<file path="config.mk">
export PLATFORM = sky130hd
export DESIGN_NAME = job_dispatcher
export DESIGN_NICKNAME = d
export VERILOG_FILES = /design/src/rtl/coproc_pkg.sv /design/src/rtl/rr_free_select.sv /design/src/rtl/job_dispatcher.sv
export SDC_FILE = /design/constraint.sdc
export NUM_CORES = 1
export LEC_CHECK = 0
export CAP_MARGIN = 20
export CORE_ASPECT_RATIO = 2
export CORE_MARGIN = 4
export CORE_UTILIZATION = 30
export DETAILED_ROUTE_END_ITERATION = 8
export GPL_TIMING_DRIVEN = 1
export PLACE_DENSITY_LB_ADDON = 0.2
export SLEW_MARGIN = 20
export SYNTH_ARGS = -nofsm -noshare
export SYNTH_HDL_FRONTEND = slang
export SYNTH_HIERARCHICAL = 1
export SYNTH_SLANG_ARGS = --single-unit
</file>
<file path="constraint.sdc">
create_clock -name i_Clock -period 8.96 [get_ports i_Clock]
set_input_delay 2.24 -clock i_Clock [delete_from_list [all_inputs] [get_ports i_Clock]]
set_output_delay 2.24 -clock i_Clock [all_outputs]
set_load 0.05 [all_outputs]
</file>
<file path="src/rtl/coproc_pkg.sv">
// Shared coprocessor definitions: default sizing for the block grid and worker pool,
// plus the dispatcher state encoding.
package coproc_pkg;

  localparam int NUM_CU_DEF      = 4;
  localparam int NUM_CU_LOG_DEF  = 2;
  localparam int INDEX_WIDTH_DEF = 8;
  localparam int MAX_MU_LOG_DEF  = 8;

  typedef enum logic [2:0] {
    ST_IDLE,
    ST_SELECT,
    ST_OFFER,
    ST_DRAIN,
    ST_DONE
  } disp_state_t;

endpackage

</file>
<file path="src/rtl/rr_free_select.sv">
// Round-robin search for the first non-busy requester starting at ptr (ptr < N).
// Purely combinational, zero latency; found=0 when every requester is busy.
module rr_free_select
  import coproc_pkg::*;
#(
  parameter int N     = NUM_CU_DEF,
  parameter int N_LOG = NUM_CU_LOG_DEF
) (
  input  logic [N-1:0]     busy,
  input  logic [N_LOG-1:0] ptr,
  output logic             found,
  output logic [N_LOG-1:0] idx
);

  logic [N_LOG:0] sum;

  // Walk the offsets from farthest to nearest so the nearest free slot wins.
  always_comb begin
    found = 1'b0;
    idx   = '0;
    sum   = '0;
    for (int k = N - 1; k >= 0; k--) begin
      sum = {1'b0, ptr} + (N_LOG + 1)'(k);
      if (sum >= (N_LOG + 1)'(N)) sum = sum - (N_LOG + 1)'(N);
      if (!busy[sum[N_LOG-1:0]]) begin
        found = 1'b1;
        idx   = sum[N_LOG-1:0];
      end
    end
  end

endmodule

</file>
<file path="src/rtl/job_dispatcher.sv">
// Hands every (i, j) block of a mu x mu grid to a free worker, one offer at a time,
// then waits for all completions; offers are held until the worker acknowledges.
module job_dispatcher
  import coproc_pkg::*;
#(
  parameter int NUM_CU      = NUM_CU_DEF,
  parameter int NUM_CU_LOG  = NUM_CU_LOG_DEF,
  parameter int index_width = INDEX_WIDTH_DEF,
  parameter int max_mu_log  = MAX_MU_LOG_DEF
) (
  input  logic                          i_Clock,
  input  logic                          i_Reset,
  input  logic                          i_Start,
  input  logic [max_mu_log-1:0]         i_mu,
  output logic [max_mu_log-1:0]         o_mu,
  output logic                          o_Busy,
  output logic                          o_Done,
  output logic [NUM_CU*index_width-1:0] o_Row_Index,
  output logic [NUM_CU*index_width-1:0] o_Column_Index,
  output logic [NUM_CU-1:0]             o_Indexes_Ready,
  input  logic [NUM_CU-1:0]             i_Indexes_Received,
  input  logic [NUM_CU-1:0]             i_Result_Ready
);

  localparam int CW = 2 * max_mu_log;

  disp_state_t state, state_nxt;

  logic [max_mu_log-1:0]                 mu_q;
  logic [index_width-1:0]                r_i, r_j;
  logic [CW-1:0]                         r_issued, r_completed, mu_sq, n_done;
  logic [NUM_CU-1:0]                     r_busy_cu, r_result_prev, ready_q;
  logic [NUM_CU-1:0]                     ack_mask, rise;
  logic [NUM_CU_LOG-1:0]                 r_ptr, sel_q, free_idx, ptr_nxt;
  logic [NUM_CU-1:0][index_width-1:0]    row_q, col_q;
  logic                                  free_found, start_acc, offer_go, ack, last_col;

  assign mu_sq    = CW'(mu_q) * CW'(mu_q);
  assign last_col = (r_j == (index_width'(mu_q) - index_width'(1)));
  assign ptr_nxt  = (sel_q == NUM_CU_LOG'(NUM_CU - 1)) ? '0 : sel_q + NUM_CU_LOG'(1);

  assign o_mu            = mu_q;
  assign o_Indexes_Ready = ready_q;
  assign o_Row_Index     = row_q;
  assign o_Column_Index  = col_q;

  rr_free_select #(
    .N     (NUM_CU),
    .N_LOG (NUM_CU_LOG)
  ) u_free_select (
    .busy  (r_busy_cu),
    .ptr   (r_ptr),
    .found (free_found),
    .idx   (free_idx)
  );

  always_comb begin
    start_acc = i_Start && (state == ST_IDLE || state == ST_DONE);
    offer_go  = (state == ST_SELECT) && free_found;
    ack       = (state == ST_OFFER) && i_Indexes_Received[sel_q];
    ack_mask  = '0;
    if (ack) ack_mask[sel_q] = 1'b1;
    // A worker being acknowledged this cycle cannot also complete this cycle.
    rise = i_Result_Ready & ~r_result_prev & r_busy_cu & ~ack_mask;
    if (state == ST_IDLE) rise = '0;
    n_done = '0;
    for (int n = 0; n < NUM_CU; n++) n_done = n_done + CW'(rise[n]);
  end

  always_ff @(posedge i_Clock) begin
    if (i_Reset) state <= ST_IDLE;
    else         state <= state_nxt;
  end

  always_comb begin
    state_nxt = state;
    o_Busy    = 1'b0;
    o_Done    = 1'b0;
    case (state)
      ST_IDLE, ST_DONE: begin
        o_Done = (state == ST_DONE);
        if (i_Start) state_nxt = (i_mu == '0) ? ST_DONE : ST_SELECT;
      end
      ST_SELECT: begin
        o_Busy = 1'b1;
        if (free_found) state_nxt = ST_OFFER;
      end
      ST_OFFER: begin
        o_Busy = 1'b1;
        if (ack) state_nxt = ((r_issued + CW'(1)) == mu_sq) ? ST_DRAIN : ST_SELECT;
      end
      ST_DRAIN: begin
        o_Busy = 1'b1;
        if (r_completed == mu_sq) state_nxt = ST_DONE;
      end
      default: state_nxt = ST_IDLE;
    endcase
  end

  always_ff @(posedge i_Clock) begin
    if (i_Reset) begin
      mu_q          <= '0;
      r_i           <= '0;
      r_j           <= '0;
      r_issued      <= '0;
      r_completed   <= '0;
      r_busy_cu     <= '0;
      r_result_prev <= '0;
      ready_q       <= '0;
      r_ptr         <= '0;
      sel_q         <= '0;
      row_q         <= '0;
      col_q         <= '0;
    end else begin
      r_result_prev <= i_Result_Ready;
      r_busy_cu     <= (r_busy_cu & ~rise) | ack_mask;
      r_completed   <= r_completed + n_done;
      if (start_acc) begin
        mu_q        <= i_mu;
        r_i         <= '0;
        r_j         <= '0;
        r_issued    <= '0;
        r_completed <= '0;
      end
      if (offer_go) begin
        sel_q             <= free_idx;
        ready_q[free_idx] <= 1'b1;
        row_q[free_idx]   <= r_i;
        col_q[free_idx]   <= r_j;
      end
      if (ack) begin
        ready_q[sel_q] <= 1'b0;
        r_issued       <= r_issued + CW'(1);
        r_ptr          <= ptr_nxt;
        if (last_col) begin
          r_j <= '0;
          r_i <= r_i + index_width'(1);
        end else begin
          r_j <= r_j + index_width'(1);
        end
      end
    end
  end

endmodule

</file>
-- After elaboration in Yosys (flattened, before gate mapping)
Index checks and enable logic that the tools add are counted.
W data, S select, Z words.
- $add $sub $neg: 16
- $mul: 1
- div/mod/pow operators: 0
- magnitude comparators: 12
- equal/unequal tests: 12
- shift operators: 0
- muxes and demuxes: 53
- bitwise gates (word level): 11
- reductions and logical operators: 13
- operators by type and width (cell ; count):
    $bwmux W32 ; 2
    $mux W8 ; 7
    $eq A16 B16 Y1 ; 2
    $mux W16 ; 2
    $and A4 B4 Y4 ; 5
    $mux W2 ; 10
    $mux W4 ; 5
    $lt A2 B3 Y1 const B ; 6
    $add A16 B1 Y16 const B ; 1
    $add A16 B4 Y16 ; 1
    $add A8 B1 Y8 const B ; 2
    $demux W8 S2 ; 1
    $mul A8 B8 Y16 ; 1
    $not A4 Y4 ; 4
    $mux W3 ; 5
    $mux W1 ; 13
    $pmux W3 S4 ; 1
    $bmux W1 S2 ; 5
    $ge A3 B3 Y1 const B ; 3
    $eq A8 B8 Y1 ; 1
    $logic_not A8 Y1 ; 1
    $ne A2 B2 Y1 const B ; 4
    $or A4 B4 Y4 ; 2
    $sub A2 B1 Y2 const B ; 4
    other kinds (21) ; 30
- bits in registers: 139
- latch bits: 0
- memory bits (writable): 0
- ROM bits: 0
- input port bits: 19
- output and inout port bits: 78
- logic and storage cells: 137
- memories: 0

-- Logic depth before layout (Yosys ltp)
Gate-level depths: netlist (run 1).
- depth in word-level cells: 18
- mapped depth: 22
- depth with buffers taken out: 20

-- Hierarchy
Netlist (run 1), hierarchy kept.
- by module, submodules not included (module ; instances ; cells each ; area an instance (um^2) ; sequential area each (um^2)):
    job_dispatcher ; 1 ; 1067 ; 8383.0 ; 2782.7
    rr_free_select ; 1 ; 13 ; 71.3 ; 0.0

-- Worst setup path before layout (run 1)
Ideal clock, no wire load.
- kind: register to register
- from: reg mu_q[2], in the netlist o_mu[2]
- to: reg state[1]
- data arrival time: 5.565 ns
- setup slack: 3.326 ns
- cell stages (with the launch flop): 20
- buffers on the path: 3
- clock period less this slack: 5.634 ns
- cell sequence: dfxtp_1 buf_6 clkbuf_1 nand2_1 fa_1 fa_1 fa_1 fa_1 inv_1 ha_1 buf_2 o21ai_0 nor2_1 a311oi_2 xnor2_1 xnor2_1 nor3_1 a31oi_1 or4_1 o21ai_1
- cells in the longest elaborated chain, start to end: 5
- RTL lines (element ; line ; RTL):
    from (decl) ; job_dispatcher.sv:29 ; logic [max_mu_log-1:0] mu_q;
    from (signal assigned) ; job_dispatcher.sv:119 ; mu_q <= i_mu;
    $mul A8 B8 Y16 * ; job_dispatcher.sv:38 ; assign mu_sq = CW'(mu_q) * CW'(mu_q);
    $eq A16 B16 Y1 ; job_dispatcher.sv:90 ; if (ack) state_nxt = ((r_issued + CW'(1)) == mu_sq) ? ST_DRAIN : ST_SELECT;
    $mux W2 ; job_dispatcher.sv:90 ;
    $mux W3 ; job_dispatcher.sv:90 ;
    $pmux W3 S4 ; job_dispatcher.sv:79 ; case (state)
    to (signal assigned) ; job_dispatcher.sv:72 ; else state <= state_nxt;
    to (decl) ; job_dispatcher.sv:27 ; disp_state_t state, state_nxt;
Every way passes the cells marked *; elsewhere a longest branch is shown, timed or not. The select of a mux whose other input is x is not followed.
A chain may end at the register's enable or synchronous reset.

-- Final worst setup path (run 1)
- from: reg mu_q[2], in the netlist o_mu[2]
- to: reg state[0]
- cells in the longest elaborated chain, start to end: 4
- RTL lines (element ; line ; RTL):
    $mul A8 B8 Y16 ; job_dispatcher.sv:38 ;
    $eq A16 B16 Y1 ; job_dispatcher.sv:94 ; if (r_completed == mu_sq) state_nxt = ST_DONE;
    $ne A2 B2 Y1 (no source line) ; - ;
    $reduce_and A4 Y1 (no source line) ; - ;
Every way passes these cells.

==> results of run 1 <==
==> stage by stage <==
step | worst slack [ns] | hold slack (ns) | power [uW]
after floorplan | 3.33 | 0.453 | 1080
after global placement | 3.10 | 0.441 | 1240
after detailed placement | 3.10 | 0.447 | 1240
after CTS | 3.26 | 0.455 | 2070
after global routing | 2.78 | 0.472 | 2150
final | 3.21 | 0.453 | 2060
==> metal layers <==
| metal | vias up | global-route usage | share of wire |
|---|---|---|---|
| met5 | - | 0 | 0 |
| met4 | 0 | 0.0897 | 0.052 |
| met3 | 53 | 0.0261 | 0.029 |
| met2 | 174 | 0.340 | 0.58 |
| met1 | 3598 | 0.153 | 0.34 |
| li1 | 3718 | - | - |
==> power by group through the flow <==
stage          logic (uW)  clock network (uW)  registers, uW
2_1_floorplan         377                   0            700
3_3_place_gp          545                   0            699
3_5_place_dp          544                   0            700
4_1_cts               545                 837            686
5_1_grt               598                 864            690
6_report              544                 826            685
==> cell families (layout without fill, tap and decap cells) <==
kind of cell | Yosys count | after routing
AO/OA/AOI/OAI | 223 | 223
multiplexers | 9 | 9
XOR/XNOR | 79 | 79
AND/OR/NAND/NOR | 434 | 434
flip-flops | 139 | 139
buffers and inverters | 131 | 197
adder cells (fa/ha/maj) | 65 | 65
==> critical path, cell delays in order, from the launching register on <==
cell,delay (ns)
dfxtp_1,0.75
nand2_1,0.23
fa_1,0.54
fa_1,0.52
fa_1,0.52
fa_1,0.54
inv_1,0.04
ha_1,0.43
o21ai_0,0.29
nor2_1,0.09
a311oi_2,0.47
nor4_1,0.08
and4bb_2,0.40
xor2_1,0.09
a31oi_1,0.35
nor2_1,0.10
a211oi_1,0.21
==> flip-flops by register name (all words and copies together), names as in the netlist, 3 cells and up <==
name,count
o_Column_Index,32
r_busy_cu,4
r_result_prev,4
o_Indexes_Ready,4
r_j,8
r_completed,16
o_Row_Index,32
state,3
o_mu,8
r_issued,16
r_i,8
==> worst paths after layout <==
check	start	to	cells after the start	slack, ns
worst min-delay path	o_Column_Index[23]	o_Column_Index[23]	2	0.45
worst max register to register	o_mu[2]	state[0]	16	3.21
worst min register to register	o_Column_Index[23]	o_Column_Index[23]	2	0.45
worst max-delay path	o_mu[2]	state[0]	16	3.21
==> cell type report <==
cell class | instances | area share
Clock inverter | 13 | 0.0229
Tap cell | 352 | 0.0426
Inverter | 64 | 0.0233
Clock buffer | 19 | 0.0438
Sequential cell | 139 | 0.269
Timing Repair Buffer | 101 | 0.0984
Multi-Input combinational cell | 810 | 0.500
==> layout by cell type (no fill, tap or decap), types with 7 or more instances in the layout <==
master / count
a211oi_1: 7
a21oi_1: 121
and2_1: 16
and3_1: 11
clkbuf_16: 17
clkdlybuf4s50_1: 95
dfxtp_1: 139
fa_1: 26
ha_1: 39
inv_1: 64
nand2_1: 216
nand3_1: 20
nand3b_1: 11
nand4_1: 10
nor2_1: 79
nor2b_1: 9
nor3_1: 14
nor4_1: 9
o211ai_1: 9
o21a_1: 7
o21ai_0: 36
or3_1: 10
xnor2_1: 43
xor2_1: 34
==> metrics.md, run 1 <==
| Metric | Value |
|---|---|
| Clk_skew | `0.0106 ns` |
| Cell Int Power | `1370 uW` |
| Slew @ Worst Pin | `1.12 ns` |
| Mapped Cells | `1080` |
| Asr flop ratio synth | `0` |
| P&R area growth vs syn | `22.2%` |
| RSZ-0062 raised after global routing | `no` |
| CP Launch Type | `flip-flop` |
| Min cycle time layout | `5.75 ns` |
| Synth warn | `6` |
| Required time worst endpoint | `9.30 ns` |
| Slew Limit Headroom | `0.253` |
| Crit. End Element | `flip-flop` |
| Antenna Nets Post-Route | `0` |
| Vias | `7543` |
| Row count | `86` |
| Yosys cell types | `70` |
| Worst hold path type | `reg2reg` |
| Max Clock Freq | `174 MHz` |
| Worst-path maximum fanout | `17` |
| Post_cts resized | `0` |
| Max-Cap Viols | `0` |
| Post-Synth XOR/XNOR Area | `0.0844` |
| Sequential standard cell area | `2780 um2` |
| Vias per Instance | `5.04` |
| Worst skew pair latency | `0.43 ns` |
| Fin crit share | `0.642` |
| Die width | `127 um` |
| Fin area | `10300 um2` |
| Initial DRC Count | `419` |
| Yosys reg bits | `139` |
| Combinational family with the most area after synthesis | `simple AND/OR/NAND/NOR gates` |
| Yosys top cell by area | `dfxtp_1` |
| CP Class | `reg2reg` |
| Avg Cell Area, Syn | `7.83 um2` |
| Nets@finish | `1217` |
| Footprint of the multi-input gates | `5160 um2` |
| Count leader, synth | `nand2_1` |
| Setup violations, final | `0` |
| Most instantiated cells after synthesis | `nand2_1, dfxtp_1, a21oi_1, nor2_1, inv_1` |
| Mapped Area | `8450 um2` |
| First-pass GRT wire length | `40600 um` |
| Part of the power in registers | `0.333` |
| Synthesized Nets | `1164` |
| CTS tree | `built` |
| Synth Area in Simple Gates | `0.238` |
| Max VDD drop | `118 uV` |
| Leak | `0.00382 uW` |
| Number of global-route vias before repair | `7437` |
| Clock network power share | `0.402` |
| # IOs | `97` |
| Starting Density | `0.306` |
| N_diodes | `0` |
| Adder-cell share of the synthesized area | `0.119` |
| Compound-Gate Fraction of Synth Area | `0.155` |
| Switching Power | `687 uW` |
| Port Buffer Count | `96` |
| Post-CTS Setup Inserts | `0` |
| Comb pwr share | `0.265` |
| Slew Viols, Final | `0` |
| Clock sinks | `139` |
| First-pass iteration count of the detailed router | `5` |
| Placed Area | `9610 um2` |
| Post-synth EDFFs | `0` |
| Worst EP arrival | `6.09 ns` |
| Non-Filler Instances | `1498` |
| Dpl cells | `1465` |
| Synth top area share | `0.329` |
| Drt total wl | `25900 um` |
| Mux contribution to synthesized area | `0.0124` |
| Status | `completed` |
| Fill cells | `2870` |
| Largest net degree at the start of global routing | `63` |
| Synth area leaders | `dfxtp_1, nand2_1, a21oi_1` |
| Num CTS Buffers | `17` |
| Wire length per cell | `17.3 um` |
| HPWL after DPL | `20100 um` |
| Clk slew on worst S/H paths | `0.06 ns` |
| Pwr/cell area | `199 nW/um2` |
| Final Hold Viols | `0` |
| Initial antenna violation count | `0` |
| Sw frac | `0.334` |
| Worst-case clock buffer depth | `2` |
| Overall routing resource usage | `0.168` |
| Top FF cell, synth | `dfxtp_1` |
| Htree depth | `4` |
| CTS Hold Bufs | `0` |
| Sequential share of the synthesized area | `0.329` |
| Core Footprint | `27700 um2` |
| Share of layout cells above drive strength 1 | `0.0515` |
| Placer Congestion | `0.864` |
| Die Area | `31100 um2` |
| Final core occ | `0.374` |
| DRC viols | `0` |
| Setup TNS Final | `0 ns` |
| CTS root buffer | `clkbuf_16` |
| Final global-route overflow total | `0` |
| Die height | `245 um` |
Power figures use the tool's default switching activity.
==> inputs of run 2 (changes only) <==
==> constraint.sdc (replaced) <==
create_clock -name i_Clock -period 4.8 [get_ports i_Clock]
set_input_delay 1.2 -clock i_Clock [delete_from_list [all_inputs] [get_ports i_Clock]]
set_output_delay 1.2 -clock i_Clock [all_outputs]
set_load 0.05 [all_outputs]
==> run 2 against run 1 <==
Effect of this change:
- fmax rose by 21%
- count of clock-buffer cells in the layout is 3 higher
- first-iteration DRC count up 2.9%
- clock skew increased by 0.0040 ns
- non-clock buffer count increased by 52
- worst setup slack worse by 3.1 ns
- combinational power grew 120%
- die area unchanged
- register-to-register slack worse by 3.1 ns
==> metrics.md, run 2 (synthesis results as in run 1) <==
| Metric | Value |
|---|---|
| Status | `completed` |
| Slew @ Worst Pin | `1.06 ns (-0.0562 ns)` |
| First-pass iteration count of the detailed router | `4 (-1)` |
| CP max-delay cell | `fa_1` |
| Largest net degree at the start of global routing | `62 (-1.6%)` |
| Metal2 WL | `16000 um (+7.6%)` |
| Core Footprint | `27700 um2 (unchanged)` |
| Die Area | `31100 um2 (unchanged)` |
| Final hold slack | `0.452 ns (-0.000970 ns)` |
| Most common cell on crit path | `fa_1` |
| Leak | `0.00406 uW (+6.3%)` |
| Htree depth | `4 (unchanged)` |
| First-pass GRT wire length | `42800 um (+5.5%)` |
| Reg2Reg Setup Slack | `0.06 ns (-3.15 ns)` |
| Slew Viols, Final | `0 (unchanged)` |
| Max layer used | `met4` |
| Max VDD drop | `235 uV (+100%)` |
| Clock sinks | `139 (unchanged)` |
| Worst hold path type | `reg2reg` |
| Nets@finish | `1269 (+4.3%)` |
| CP Class | `reg2reg` |
| Hold path depth | `2 (unchanged)` |
| Starting Density | `0.306 (unchanged)` |
| Commonest non-fill, non-tap cells in the layout | `nand2_1, dfxtp_1, a21oi_1, clkdlybuf4s50_1, nor2_1` |
| Max Clock Freq | `211 MHz (+21%)` |
| Final global-route overflow total | `0 (unchanged)` |
| Worst reg2reg path startpoint | `o_mu[6]` |
| Crit. End Element | `flip-flop` |
| Vias | `7697 (+2.0%)` |
| Overall routing resource usage | `0.176 (+0.00839)` |
| N_diodes | `0 (unchanged)` |
| Comb pwr share | `0.322 (+0.057)` |
| Clk slew on worst S/H paths | `0.07 ns (about the same)` |
| Setup violations, final | `0 (unchanged)` |
| Fin crit share | `0.987 (+0.345)` |
| Die width | `127 um (unchanged)` |
| Share of layout cells above drive strength 1 | `0.122 (+0.0705)` |
| Part of the power in registers | `0.331 (-0.002)` |
| Vias per Instance | `4.97 (-1.3%)` |
| CTS root buffer | `clkbuf_16` |
| CTS tree | `built` |
| Most common cell after layout, fill and taps aside | `nand2_1` |
| Required time worst endpoint | `5.15 ns (-4.15 ns)` |
| Worst-case clock buffer depth | `2 (unchanged)` |
| Reg2reg path depth | `16 (unchanged)` |
| Cell Int Power | `2450 uW (+79%)` |
| Min cycle time layout | `4.74 ns (-1.01 ns)` |
| Setup TNS Final | `0 ns (unchanged)` |
| Clock network power share | `0.347 (-0.055)` |
| Final Hold Viols | `0 (unchanged)` |
| P&R area growth vs syn | `28.4%` |
| RSZ-0062 raised after global routing | `yes` |
| Worst EP arrival | `5.09 ns (-1.00 ns)` |
| Slew Limit Headroom | `0.287 (+0.0337)` |
| Worst path cell trace | `nand2_4, fa_1, fa_1, fa_1, fa_1, inv_2, ha_4, and3_4, o21a_4, o21a_1, a21oi_1, o311a_1, nor2_2, xnor2_1, or4_1, o21ai_1` |
| RR Endpoint | `state[1]` |
| # IOs | `97 (unchanged)` |
| DRC viols | `0 (unchanged)` |
| Switching Power | `1320 uW (+93%)` |
| Antenna Nets Post-Route | `0 (unchanged)` |
| Worst skew pair latency | `0.43 ns (about the same)` |
| Endpoint, Worst Hold | `o_Column_Index[24]` |
| Initial antenna violation count | `0 (unchanged)` |
| Worst-path maximum fanout | `6 (-11)` |
| Critical Path Max Stage Delay | `0.60 ns (-0.15 ns)` |
| Clk_skew | `0.0146 ns (+0.00402 ns)` |
| CP Launch Type | `flip-flop` |
| HPWL after DPL | `21100 um (+5.0%)` |
| Hold path startpoint | `o_Column_Index[24]` |
| Routed wl met3 | `539 um (-29%)` |
| Max-Cap Viols | `0 (unchanged)` |
| Post-place setup slack | `-0.0766 ns (-3.17 ns)` |
| Number of global-route vias before repair | `7773 (+4.5%)` |
| Wire length per cell | `17.3 um (+0.34%)` |
| Final setup margin | `0.0614 ns (-3.15 ns)` |
| Drt total wl | `26800 um (+3.8%)` |
| Row count | `86 (unchanged)` |
| Die height | `245 um (unchanged)` |
| Num CTS Buffers | `17 (unchanged)` |
| Placer Congestion | `0.862 (-0.27%)` |
| Port Buffer Count | `96 (unchanged)` |
| Met1 WL | `9340 um (+5.3%)` |
| Pwr/cell area | `347 nW/um2 (+75%)` |
| Sw frac | `0.351 (+0.0168)` |
| Initial DRC Count | `431 (+2.9%)` |
-- run 2: worst max-delay path by stage --
stage	from	end	slack [ns]	depth (start not counted)
finish	o_mu[6]	state[1]	0.06	16
global route	o_mu[6]	state[1]	-0.18	17
CTS	o_mu[6]	state[1]	0.006	16
detailed placement	o_mu[5]	state[1]	-0.08	17
global placement	o_mu[5]	state[1]	-0.07	17
floorplan	o_mu[2]	state[1]	-0.04	18
-- run 2: timing repair --
item / in CTS / in global routing
resized for setup: 9 / 30
pin swaps: 12 / 16
hold buffers: 0 / 0
endpoints found under the setup margin: 3 / 3
setup buffers: 0 / 4
-- run 2: stage by stage --
step                      instances  utilization  area (um2)  power, uW
after floorplan                1080            -        8580       2050
after CTS                      1545        0.387       10700       3750
after global placement         1514        0.364       10100       2420
final                          1549        0.393       10900       3770
after detailed placement       1514        0.364       10100       2430
after global routing           1549        0.393       10900       3990
-- run 2: cell type report --
type	instances	area, um2
Clock buffer	22	464
Inverter	64	240
Clock inverter	9	113
Tap cell	352	440
Sequential cell	139	2810
Multi-Input combinational cell	810	5380
Fill cell	2789	16800
Timing Repair Buffer	153	1410
-- run 2: power groups by stage --
| stage | registers (uW) | clock network, uW | logic (uW) |
|---|---|---|---|
| after floorplan | 1310 | 0 | 734 |
| after global placement | 1270 | 0 | 1160 |
| after detailed placement | 1270 | 0 | 1160 |
| after CTS | 1240 | 1330 | 1170 |
| after global routing | 1250 | 1400 | 1340 |
| final | 1250 | 1310 | 1220 |
-- run 2: worst max-delay path: cells and delay by family (launching register included) --
family | cells | cell delay (ns)
adder cells (fa/ha/maj) | 5 | 2.37
flip-flops | 1 | 0.39
AO/OA/AOI/OAI | 5 | 0.88
buffers and inverters | 1 | 0.04
AND/OR/NAND/NOR | 4 | 0.89
XOR/XNOR | 1 | 0.07
-- run 2: routing by layer --
| metal | vias up | track usage |
|---|---|---|
| met1 | 3689 | 0.166 |
| li1 | 3835 | - |
| met5 | - | 0 |
| met3 | 39 | 0.0272 |
| met4 | 0 | 0.0799 |
| met2 | 134 | 0.358 |
